==> src/rtl/brew_sequencer_pkg.sv <==
// Shared types and recipe data for the brew sequencer: FSM states, drink codes,
// phase one-hot encodings and the per-drink phase duration table.
package brew_sequencer_pkg;

  typedef enum logic [2:0] {
    StIdle,
    StWaitPay,
    StServeCoffee,
    StServeMilk,
    StServeChoc,
    StServeFoam,
    StChange,
    StDone
  } state_e;

  typedef enum logic [1:0] {
    DrinkMocaccino,
    DrinkCapuccino,
    DrinkCafeConLeche,
    DrinkExpresso
  } drink_e;

  localparam logic [3:0] PhaseNone   = 4'b0000;
  localparam logic [3:0] PhaseCoffee = 4'b0001;
  localparam logic [3:0] PhaseMilk   = 4'b0010;
  localparam logic [3:0] PhaseChoc   = 4'b0100;
  localparam logic [3:0] PhaseFoam   = 4'b1000;

  // Index value meaning "no further nonzero phase in this recipe".
  localparam logic [2:0] NoPhase = 3'd4;

  // Seconds for phase idx (0 coffee, 1 milk, 2 choc, 3 foam) of drink d.
  function automatic logic [3:0] phase_dur(drink_e d, logic [1:0] idx);
    logic [15:0] row;  // {foam, choc, milk, coffee}
    case (d)
      DrinkMocaccino:    row = 16'h1223;
      DrinkCapuccino:    row = 16'h2023;
      DrinkCafeConLeche: row = 16'h0033;
      DrinkExpresso:     row = 16'h0004;
      default:           row = 16'h0000;
    endcase
    return row[{idx, 2'b00} +: 4];
  endfunction

  // First phase index >= start with a nonzero duration, or NoPhase.
  function automatic logic [2:0] first_phase_from(drink_e d, logic [2:0] start);
    logic [2:0] found;
    found = NoPhase;
    for (int i = 3; i >= 0; i--) begin
      if (3'(i) >= start && phase_dur(d, 2'(i)) != 4'd0) found = 3'(i);
    end
    return found;
  endfunction

  function automatic state_e serve_state(logic [1:0] idx);
    state_e s;
    case (idx)
      2'd0:    s = StServeCoffee;
      2'd1:    s = StServeMilk;
      2'd2:    s = StServeChoc;
      default: s = StServeFoam;
    endcase
    return s;
  endfunction

endpackage

==> src/rtl/brew_sequencer_phase_timer.sv <==
// Per-phase seconds counter: loads a duration, decrements on each tick and
// flags the tick that consumes the final second.
module brew_sequencer_phase_timer (
  input  logic       clk_i,
  input  logic       rst_ni,
  input  logic       tick_i,
  input  logic       load_i,
  input  logic [3:0] load_val_i,
  output logic [3:0] count_o,
  output logic       expire_o
);

  logic [3:0] count_q, count_d;

  // A load wins over a coincident tick, so the entry tick is never counted.
  always_comb begin
    count_d = count_q;
    if (load_i) begin
      count_d = load_val_i;
    end else if (tick_i && count_q != 4'd0) begin
      count_d = count_q - 4'd1;
    end
  end

  always_ff @(posedge clk_i or negedge rst_ni) begin
    if (!rst_ni) begin
      count_q <= 4'd0;
    end else begin
      count_q <= count_d;
    end
  end

  assign count_o  = count_q;
  assign expire_o = tick_i && (count_q == 4'd1);

endmodule

==> src/rtl/brew_sequencer.sv <==
// Drink vending sequencer: takes a selection, waits for payment (with cancel and
// idle timeout), runs the recipe's ingredient phases, returns change, holds done.
module brew_sequencer
  import brew_sequencer_pkg::*;
#(
  parameter int unsigned PAY_TIMEOUT = 15,
  parameter int unsigned DONE_HOLD   = 2
) (
  input  logic       clk,
  input  logic       rst,
  input  logic       tick_1s,
  input  logic       drink_valid,
  input  logic [1:0] drink,
  input  logic [2:0] cost,
  input  logic [3:0] credit,
  input  logic       cancel,
  output logic [3:0] phase,
  output logic [3:0] seconds_left,
  output logic       busy,
  output logic [3:0] change,
  output logic       change_valid,
  output logic       clear_credit,
  output logic       done
);

  state_e     state_q, state_d;
  drink_e     drink_q, drink_d;
  logic [2:0] cost_q, cost_d;
  logic [3:0] credit_prev_q;
  logic [7:0] cnt_q, cnt_d;
  logic [3:0] change_q, change_d;

  logic       serving;
  logic [2:0] cur_idx, search_start, nxt_idx;
  logic       tmr_load, tmr_expire;
  logic [3:0] tmr_val, tmr_count;

  brew_sequencer_phase_timer u_timer (
    .clk_i      (clk),
    .rst_ni     (rst),
    .tick_i     (tick_1s),
    .load_i     (tmr_load),
    .load_val_i (tmr_val),
    .count_o    (tmr_count),
    .expire_o   (tmr_expire)
  );

  always_comb begin
    serving = 1'b1;
    cur_idx = 3'd0;
    case (state_q)
      StServeCoffee: cur_idx = 3'd0;
      StServeMilk:   cur_idx = 3'd1;
      StServeChoc:   cur_idx = 3'd2;
      StServeFoam:   cur_idx = 3'd3;
      default:       serving = 1'b0;
    endcase
    search_start = serving ? cur_idx + 3'd1 : 3'd0;
    nxt_idx      = first_phase_from(drink_q, search_start);
  end

  always_comb begin
    state_d  = state_q;
    drink_d  = drink_q;
    cost_d   = cost_q;
    cnt_d    = cnt_q;
    change_d = change_q;
    tmr_load = 1'b0;
    tmr_val  = 4'd0;

    case (state_q)
      StIdle: begin
        if (drink_valid) begin
          drink_d = drink_e'(drink);
          cost_d  = cost;
          state_d = StWaitPay;
        end
      end
      StWaitPay: begin
        if (cancel) begin
          change_d = credit;
          state_d  = StChange;
        end else if (credit >= {1'b0, cost_q}) begin
          state_d  = (nxt_idx == NoPhase) ? StChange : serve_state(nxt_idx[1:0]);
          tmr_load = 1'b1;
          tmr_val  = (nxt_idx == NoPhase) ? 4'd0 : phase_dur(drink_q, nxt_idx[1:0]);
          if (nxt_idx == NoPhase) change_d = credit - {1'b0, cost_q};
        end else if (credit != credit_prev_q) begin
          cnt_d = 8'd0;
        end else if (tick_1s) begin
          if (32'(cnt_q) + 32'd1 >= PAY_TIMEOUT) begin
            change_d = credit;
            state_d  = StChange;
          end else begin
            cnt_d = cnt_q + 8'd1;
          end
        end
      end
      StServeCoffee, StServeMilk, StServeChoc, StServeFoam: begin
        // Zero-length phases are skipped by jumping straight to the next nonzero one.
        if (tmr_expire) begin
          if (nxt_idx == NoPhase) begin
            change_d = credit - {1'b0, cost_q};
            state_d  = StChange;
          end else begin
            state_d  = serve_state(nxt_idx[1:0]);
            tmr_load = 1'b1;
            tmr_val  = phase_dur(drink_q, nxt_idx[1:0]);
          end
        end
      end
      StChange: state_d = StDone;
      StDone: begin
        if (tick_1s) begin
          if (32'(cnt_q) + 32'd1 >= DONE_HOLD) begin
            state_d = StIdle;
          end else begin
            cnt_d = cnt_q + 8'd1;
          end
        end
      end
      default: state_d = StIdle;
    endcase

    if (state_d != state_q) cnt_d = 8'd0;
  end

  always_ff @(posedge clk or negedge rst) begin
    if (!rst) begin
      state_q       <= StIdle;
      drink_q       <= DrinkMocaccino;
      cost_q        <= 3'd0;
      credit_prev_q <= 4'd0;
      cnt_q         <= 8'd0;
      change_q      <= 4'd0;
    end else begin
      state_q       <= state_d;
      drink_q       <= drink_d;
      cost_q        <= cost_d;
      credit_prev_q <= credit;
      cnt_q         <= cnt_d;
      change_q      <= change_d;
    end
  end

  always_comb begin
    case (state_q)
      StServeCoffee: phase = PhaseCoffee;
      StServeMilk:   phase = PhaseMilk;
      StServeChoc:   phase = PhaseChoc;
      StServeFoam:   phase = PhaseFoam;
      default:       phase = PhaseNone;
    endcase
    seconds_left = serving ? tmr_count : 4'd0;
    busy         = (state_q != StIdle);
    change       = change_q;
    change_valid = (state_q == StChange);
    clear_credit = (state_q == StChange);
    done         = (state_q == StDone);
  end

endmodule

==> config.mk <==
export PLATFORM = sky130hd
export DESIGN_NAME = brew_sequencer
export DESIGN_NICKNAME = d
export VERILOG_FILES = /design/src/rtl/brew_sequencer_pkg.sv /design/src/rtl/brew_sequencer_phase_timer.sv /design/src/rtl/brew_sequencer.sv
export SDC_FILE = /design/constraint.sdc
export NUM_CORES = 1
export LEC_CHECK = 0
export BUFFER_PORTS_ARGS = -buffer_cell sky130_fd_sc_hd__buf_2
export CAP_MARGIN = 20
export CORE_MARGIN = 5
export CORE_UTILIZATION = 52
export DETAILED_ROUTE_END_ITERATION = 16
export PLACE_DENSITY = 0.76
export SLEW_MARGIN = 0
export SYNTH_ARGS = -nofsm -noshare
export SYNTH_HDL_FRONTEND = slang
export SYNTH_SLANG_ARGS = --single-unit
==> constraint.sdc <==
create_clock -name clk -period 3.07 [get_ports clk]
set_clock_uncertainty 0.1 [all_clocks]
set_input_delay 0.4605 -clock clk [delete_from_list [all_inputs] [get_ports clk]]
set_output_delay 0.4605 -clock clk [all_outputs]
set_load 0.02 [all_outputs]
==> metrics.cfg, run 1 <==
[global_routing]
grt_max_degree=29
grt_pass1_vias=2033
grt_pass1_wl_mm=9.101
antenna_found_initial=0
grt_use_total=0.2018
grt.overflow.total=0

[sta]
finalCritPeriodShare=0.9821
fin_hold_ws_ns=0.08105
period_needed_ns=3.015
slew-limit-headroom=0.5787
rsz0062_at_grt=true
fmax_ghz=0.3317
hold_viol_final=0
max_slew.worst_pin.slew_ns=0.6319
finalWorstSetupSlack_ns=0.05510
setup_viol=0
finalSetupTns_ns=0
slew_viol_final=0

[synthesis]
ys_seq_elements=28
synth_cells=259
synth.distinct_cells=65
synthTopCellsByArea=dfrtp_1 31%, ha_1 6.7%, a21oi_1 4.9%
postSynthAreaPerCell_um2=8.671
yosysTopAreaCell=dfrtp_1
syn_nets=286
synth-main-ff-cell=dfrtp_1
async_flop_share=1.000
ys.warnings.count=0
ys_seq_area_frac=0.3120
synth_top_area_share=0.3120
syn_area_mm2=0.002246
synth_edf_count=0

[floorplanning]
fp.dieW_um=75.72
initial_core_util=0.5267
die_y_um=75.72
rows=24
core_area_mm2=0.004264
ioPinCount=30
die_area_mm2=0.005734

[final_layout]
finalNetCount=327
area_growth_pct=18.66
layout-drive-gt1-share=0.2609
regArea_um2=700.7
fillers=368
multi_input_area_mm2=0.001495
finish.instance_area_mm2=0.002665
num_antenna_cells=0

[routing]
drt_iter0_drc=125
dr.pass1.iters=4
routed_wl_mm=5.585
vias=2122
drtAntennaViolNets=0
vias_per_cell=6.046
drc=0
wl_per_cell_um=15.91

[clocking]
holdBufCountCts=0
cts.reportedPaths.clkPinSlew_ns=0.11
htreeDepth=1
cts_root_buf=clkbuf_8
clk_latency_ns=0.28
cts_sinks=28
cts_tree=done
numCtsBuffers=3
clk_path_buf_depth=2

[hold_path]
worst_hold_path_type=primary input to asynchronous set/reset pin

[critical_path]
critPathLaunchType=flop
crit_chain=ha_1, nand3b_1, a21oi_2, ha_2, nand3_1, a211o_1, a221oi_2, a211oi_2, mux2i_2, buf_4, nor4b_1
crit_type=flop to flop
cp_slowest_cell=dfrtp_1
cp.arrival_ns=3.09
cpLargestDelayFamily=compound AO/OA/AOI/OAI gates
critical_path_buf_inv_count=1
crit_fanout=8
end_kind=flop
crit_required_ns=3.15
cpPeakStageDelay_ns=0.47

[placement]
gp_congestion=0.8440
post-place-ws_ns=0.01621
hpwl_mm=4.221
place_area_mm2=0.002525
port-buffer-count=29

[power]
power_density_mw_per_mm2=1064
irDropWorstVdd_mv=0.7006
leakage_nw=1.185
total_power_mw=2.834

[job]
max-cap-violations=0

[outcome]
status=finished, final reports clean

state kept, by name, indices dropped and copies added, names as in the netlist:
signal and cells:
state_q 3, u_timer.count_o 4, change 4, cost_q 3, credit_prev_q 4, cnt_q 8, drink_q 2
path summary, 6_finish.rpt:
path	end	slack [ns]	startpoint	cells past startpoint
worst max-delay path	cnt_q[1]$_DFFE_PN0P_	0.06	state_q[2]$_DFF_PN0_	11
worst min-delay path	change[3]$_DFFE_PN0P_	0.08	rst	1
worst max register to register	cnt_q[1]$_DFFE_PN0P_	0.06	state_q[2]$_DFF_PN0_	11
worst min register to register	change[2]$_DFFE_PN0P_	0.41	change[2]$_DFFE_PN0P_	1
max in group asynchronous	cnt_q[6]$_DFFE_PN0P_	2.37	rst	1
min in group clk	credit_prev_q[3]$_DFF_PN0_	0.23	credit[3]	1
final cells by class:
cell class,count,share of cell area
repair buffers,44,0.09671
flip-flops and latches,28,0.2629
clock buffers,3,0.01549
multi-input cells,203,0.5610
inverters,20,0.02817
clock inverters,1,0.01127
well taps,52,0.02441
cell usage after synthesis, drive strengths merged, types with 2 or more instances:
| master | n |
|---|---|
| mux2i | 3 |
| and2 | 3 |
| o22ai | 2 |
| clkbuf | 4 |
| nand4 | 4 |
| mux2 | 4 |
| a21oi | 22 |
| nand3 | 8 |
| a211oi | 4 |
| nor4b | 2 |
| nor3b | 2 |
| xnor2 | 4 |
| and3 | 2 |
| a31oi | 8 |
| nand3b | 3 |
| or3 | 3 |
| a21o | 5 |
| o21a | 2 |
| xor2 | 2 |
| a221oi | 2 |
| o31a | 2 |
| nand2 | 14 |
| dfrtp | 28 |
| nand2b | 6 |
| o22a | 5 |
| o211ai | 3 |
| nor3 | 17 |
| nor2b | 4 |
| or2 | 3 |
| nor2 | 19 |
| a21bo | 2 |
| o21ai | 9 |
| a41o | 3 |
| a211o | 2 |
| and4 | 3 |
| buf | 4 |
| ha | 12 |
| inv | 19 |
placed cells by master (no fill, tap or decap), types with 4 or more instances in the layout:
cell	netlist	final
buf_2	2	29
buf_4	2	15
nor2_1	19	18
nand2b_1	5	5
nand3_1	8	8
nand4_1	4	4
nor3_1	17	17
ha_1	12	11
dfrtp_1	28	28
o21ai_0	8	8
a31oi_1	7	5
a21oi_1	22	21
nor2b_1	4	4
o22a_1	5	5
inv_1	19	19
nand2_1	14	13
a21o_1	4	4
xnor2_1	4	4
worst register-to-register path, delay by kind of cell, from the launching register on:
kind | cells | cell delay, ns
AOI/OAI and AO/OA | 4 | 0.79
adders and majority gates | 2 | 0.62
and+or+nand+nor | 3 | 0.59
DFF | 1 | 0.47
buffers and inverters | 1 | 0.18
muxes | 1 | 0.17
routing by layer:
metal  GRT usage  part of all wire  routed length (um)  vias up
li1            -                 -                   -     1041
met1      0.2625              0.45                2521     1030
met2      0.3576              0.50                2801       43
met3     0.02375             0.031                 174        8
met4     0.04660             0.016                  88        0
met5           0                 0                   0        -
where the power goes:
part	switching (mW)	internal (mW)	total, mW
Clock	0.125	0.175	0.299
Combinational	1.17	0.786	1.96
Sequential	0.0981	0.481	0.579
Total	1.39	1.44	2.83
per-stage QoR:
stage	util	cells
finish	0.6250	351
global route	0.6250	351
CTS	0.6100	350
detailed placement	0.5921	346
global placement	0.5921	346
floorplan	-	259
cell families after synthesis:
| group | Yosys count | synth area share |
|---|---|---|
| flops | 28 | 0.3120 |
| xor+xnor | 6 | 0.02340 |
| compound gates | 80 | 0.2602 |
| simple gates | 97 | 0.2423 |
| mux | 7 | 0.03509 |
| buf+inv | 28 | 0.05125 |
| fa+ha+maj | 13 | 0.07576 |
what timing repair did:
item | in CTS | in global routing
pin swaps | 0 | 1
setup endpoints to repair | 7 | 10
hold endpoints to repair | 0 | 0
setup buffers | 0 | 1
cloned | 0 | 0
resized for setup | 1 | 12
No activity file was read; power rests on OpenSTA's default activity.
==> inputs of run 2 (changes only) <==
--- a/config.mk
+++ b/config.mk
@@ -14,4 +14,5 @@
 export SLEW_MARGIN = 0
 export SYNTH_ARGS = -nofsm -noshare
 export SYNTH_HDL_FRONTEND = slang
+export SYNTH_HIERARCHICAL = 1
 export SYNTH_SLANG_ARGS = --single-unit
==> metrics.cfg, run 2 <==
[outcome]
status=finished, final reports clean  ; unchanged

[routing]
vias=2006  ; was 2122
drc=0  ; unchanged
dr.pass1.iters=5  ; was 4
routed_wl_mm=5.175  ; was 5.585 mm
drtAntennaViolNets=0  ; unchanged
wl_per_cell_um=15.04  ; was 15.91 um
drt_iter0_drc=158  ; was 125
vias_per_cell=5.831  ; was 6.046

[floorplanning]
die_y_um=75.21  ; was 75.72 um
ioPinCount=30  ; unchanged
fp.dieW_um=75.21  ; was 75.72 um
die_area_mm2=0.005656  ; was 0.005734 mm^2
initial_core_util=0.5449  ; was 0.5267
rows=23  ; was 24
core_area_mm2=0.004058  ; was 0.004264 mm^2

[synthesis]
syn_nets=285  ; was 286
synthXorXnorAreaFrac=0.03962  ; was 0.02340
synth_edf_count=0  ; unchanged
synth_cells=261  ; was 259
synth_compound_area_frac=0.2558  ; was 0.2602
muxShareOfSynthArea=0.01528  ; was 0.03510
syn_area_mm2=0.002211  ; was 0.002246 mm^2
synth_top_area_share=0.3169  ; was 0.3120
yosysTopAreaCell=dfrtp_1  ; unchanged
synth-main-ff-cell=dfrtp_1  ; unchanged
postSynthAreaPerCell_um2=8.471  ; was 8.671 um^2
synthTopCellsByArea=dfrtp_1 32%, ha_1 5.1%, nand2_1 4.8%  ; was dfrtp_1 31%, ha_1 6.7%, a21oi_1 4.9%
ys_top_cells_by_count=28 x dfrtp_1, 28 x nand2_1, 26 x nor2_1, 15 x o21ai_0, 14 x inv_1  ; was 28 x dfrtp_1, 22 x a21oi_1, 19 x inv_1, 19 x nor2_1, 17 x nor3_1
ys.warnings.count=6  ; was 0
synthSimpleGateAreaFrac=0.2569  ; was 0.2423
synthAdderAreaFrac=0.05999  ; was 0.07577
synth_top_family_by_area=simple AND/OR/NAND/NOR gates  ; was compound AO/OA/AOI/OAI gates
ys_seq_elements=28  ; unchanged
synth.distinct_cells=67  ; was 65
async_flop_share=1.000  ; unchanged
ys_seq_area_frac=0.3169  ; was 0.3120

[final_layout]
layout_commonest_cell=buf_2  ; unchanged
finalNetCount=319  ; was 327
layout-drive-gt1-share=0.2211  ; was 0.2609
largest_register_ffs=8  ; unchanged
finish.instance_area_mm2=0.002514  ; was 0.002665 mm^2
top_register=cnt_q  ; unchanged
num_antenna_cells=0  ; unchanged
area_growth_pct=13.70  ; was 18.66%
layout_common_cells=29 x buf_2, 28 x nand2_1, 28 x dfrtp_1  ; was 29 x buf_2, 28 x dfrtp_1, 21 x a21oi_1

[clocking]
htreeDepth=1  ; unchanged
cts-resized-gates=0  ; was 1
numCtsBuffers=3  ; unchanged
holdBufCountCts=0  ; unchanged
postCtsSetupRepairBufs=0  ; unchanged
cts_sinks=28  ; unchanged
clk_path_buf_depth=2  ; unchanged
cts_tree=done  ; unchanged
cts.reportedPaths.clkPinSlew_ns=0.10  ; was 0.11 ns
cts_root_buf=clkbuf_8  ; unchanged
clk_latency_ns=0.28  ; about the same

[hold_path]
worst_hold_path_type=primary input to asynchronous set/reset pin  ; unchanged

[placement]
gp_congestion=0.8998  ; was 0.8440
hpwl_mm=4.010  ; was 4.221 mm
place_area_mm2=0.002459  ; was 0.002525 mm^2
port-buffer-count=29  ; unchanged

[critical_path]
cp.arrival_ns=2.90  ; was 3.09 ns
crit_fanout=5  ; was 8
r2r_slack_ns=0.29  ; was 0.06 ns
critPathLaunchType=flop  ; unchanged
rr_worst_depth=10  ; was 11
end_kind=flop  ; unchanged
crit_chain=inv_1, nand2_1, a21oi_1, ha_1, a21boi_1, nor2_1, nor4b_4, o22ai_1, or4_1, nand3_1  ; was ha_1, nand3b_1, a21oi_2, ha_2, nand3_1, a211o_1, a221oi_2, a211oi_2, mux2i_2, buf_4, nor4b_1
rr_startpoint=state_q[2]$_DFF_PN0_  ; unchanged
crit_required_ns=3.19  ; was 3.15 ns
r2r-end=u_timer/count_o[1]$_DFFE_PN0P_  ; was cnt_q[1]$_DFFE_PN0P_
crit_type=flop to flop  ; unchanged
cpPeakStageDelay_ns=0.52  ; was 0.47 ns
cp_slowest_cell=or4_1  ; was dfrtp_1

[global_routing]
grt_pass1_vias=1856  ; was 2033
grt_use_total=0.1918  ; was 0.2018
grt_pass1_wl_mm=8.535  ; was 9.101 mm
antenna_found_initial=0  ; unchanged
grt_max_degree=29  ; unchanged
grt.overflow.total=0  ; unchanged

[power]
irDropWorstVdd_mv=0.3990  ; was 0.7006 mV
power_density_mw_per_mm2=923.1  ; was 1064 mW/mm^2
leakage_nw=1.080  ; was 1.185 nW
total_power_mw=2.320  ; was 2.834 mW

[sta]
max_slew.worst_pin.slew_ns=0.6366  ; was 0.6319 ns
setup_viol=0  ; unchanged
period_needed_ns=2.776  ; was 3.015 ns
slew_viol_final=0  ; unchanged
finalCritPeriodShare=0.9041  ; was 0.9821
slew-limit-headroom=0.5756  ; was 0.5787
finalSetupTns_ns=0  ; unchanged
hold_viol_final=0  ; unchanged
rsz0062_at_grt=false  ; was true
fmax_ghz=0.3603  ; was 0.3317 GHz

[job]
max-cap-violations=0  ; unchanged

run 2: cells by family after synthesis:
kind of cell,after synthesis
AND/OR/NAND/NOR,109
AO/OA/AOI/OAI,72
flip-flops,28
buffers and inverters,28
adder cells (fa/ha/maj),10
XOR/XNOR,10
multiplexers,3
other,1
run 2: worst max path at each step:
stage | to | start | cells past startpoint
floorplan | u_timer/count_o[1]$_DFFE_PN0P_ | state_q[1]$_DFF_PN0_ | 11
global placement | cnt_q[3]$_DFFE_PN0P_ | credit[0] | 11
detailed placement | cnt_q[3]$_DFFE_PN0P_ | credit[0] | 11
CTS | u_timer/count_o[1]$_DFFE_PN0P_ | state_q[2]$_DFF_PN0_ | 10
global route | change[3]$_DFFE_PN0P_ | state_q[2]$_DFF_PN0_ | 11
finish | u_timer/count_o[1]$_DFFE_PN0P_ | state_q[2]$_DFF_PN0_ | 10
run 2: critical path: cells and delay by family, from the launching register on:
kind                       cells  cell delay, ns
buffers and inverters          1            0.12
and+or+nand+nor                5            1.18
AOI/OAI and AO/OA              3            0.60
adders and majority gates      1            0.29
DFF                            1            0.43
run 2: area by class of cell:
cell class | instances | area [um^2]
clock buffers | 4 | 55.05
fillers | 360 | 1544
inverters | 16 | 60.06
multi-input cells | 205 | 1400
flip-flops and latches | 28 | 700.7
well taps | 50 | 62.56
repair buffers | 41 | 235.2
run 2: metal layers:
metal / vias to the layer above / track usage / share of wire
met4: 0 / 0.04272 / 0.0089
met5: - / 0 / 0
met2: 58 / 0.3298 / 0.48
li1: 1023 / - / -
met3: 5 / 0.01602 / 0.056
met1: 920 / 0.2629 / 0.46
run 2: where the power goes:
group	internal (mW)	switching, mW
Combinational	0.608	0.885
Clock	0.115	0.118
Sequential	0.479	0.116
Total	1.20	1.12
run 2: per-stage QoR:
stage                     utilization  worst slack, ns  hold slack, ns  instances
after detailed placement       0.6059          0.06837          0.4257        340
after global routing           0.6195          0.08531          0.1572        344
after CTS                      0.6195           0.1987          0.1175        344
after global placement         0.6059           0.1637          0.4066        340
final                          0.6195           0.2944         0.09094        344
after floorplan                     -          0.02063         0.06491        261
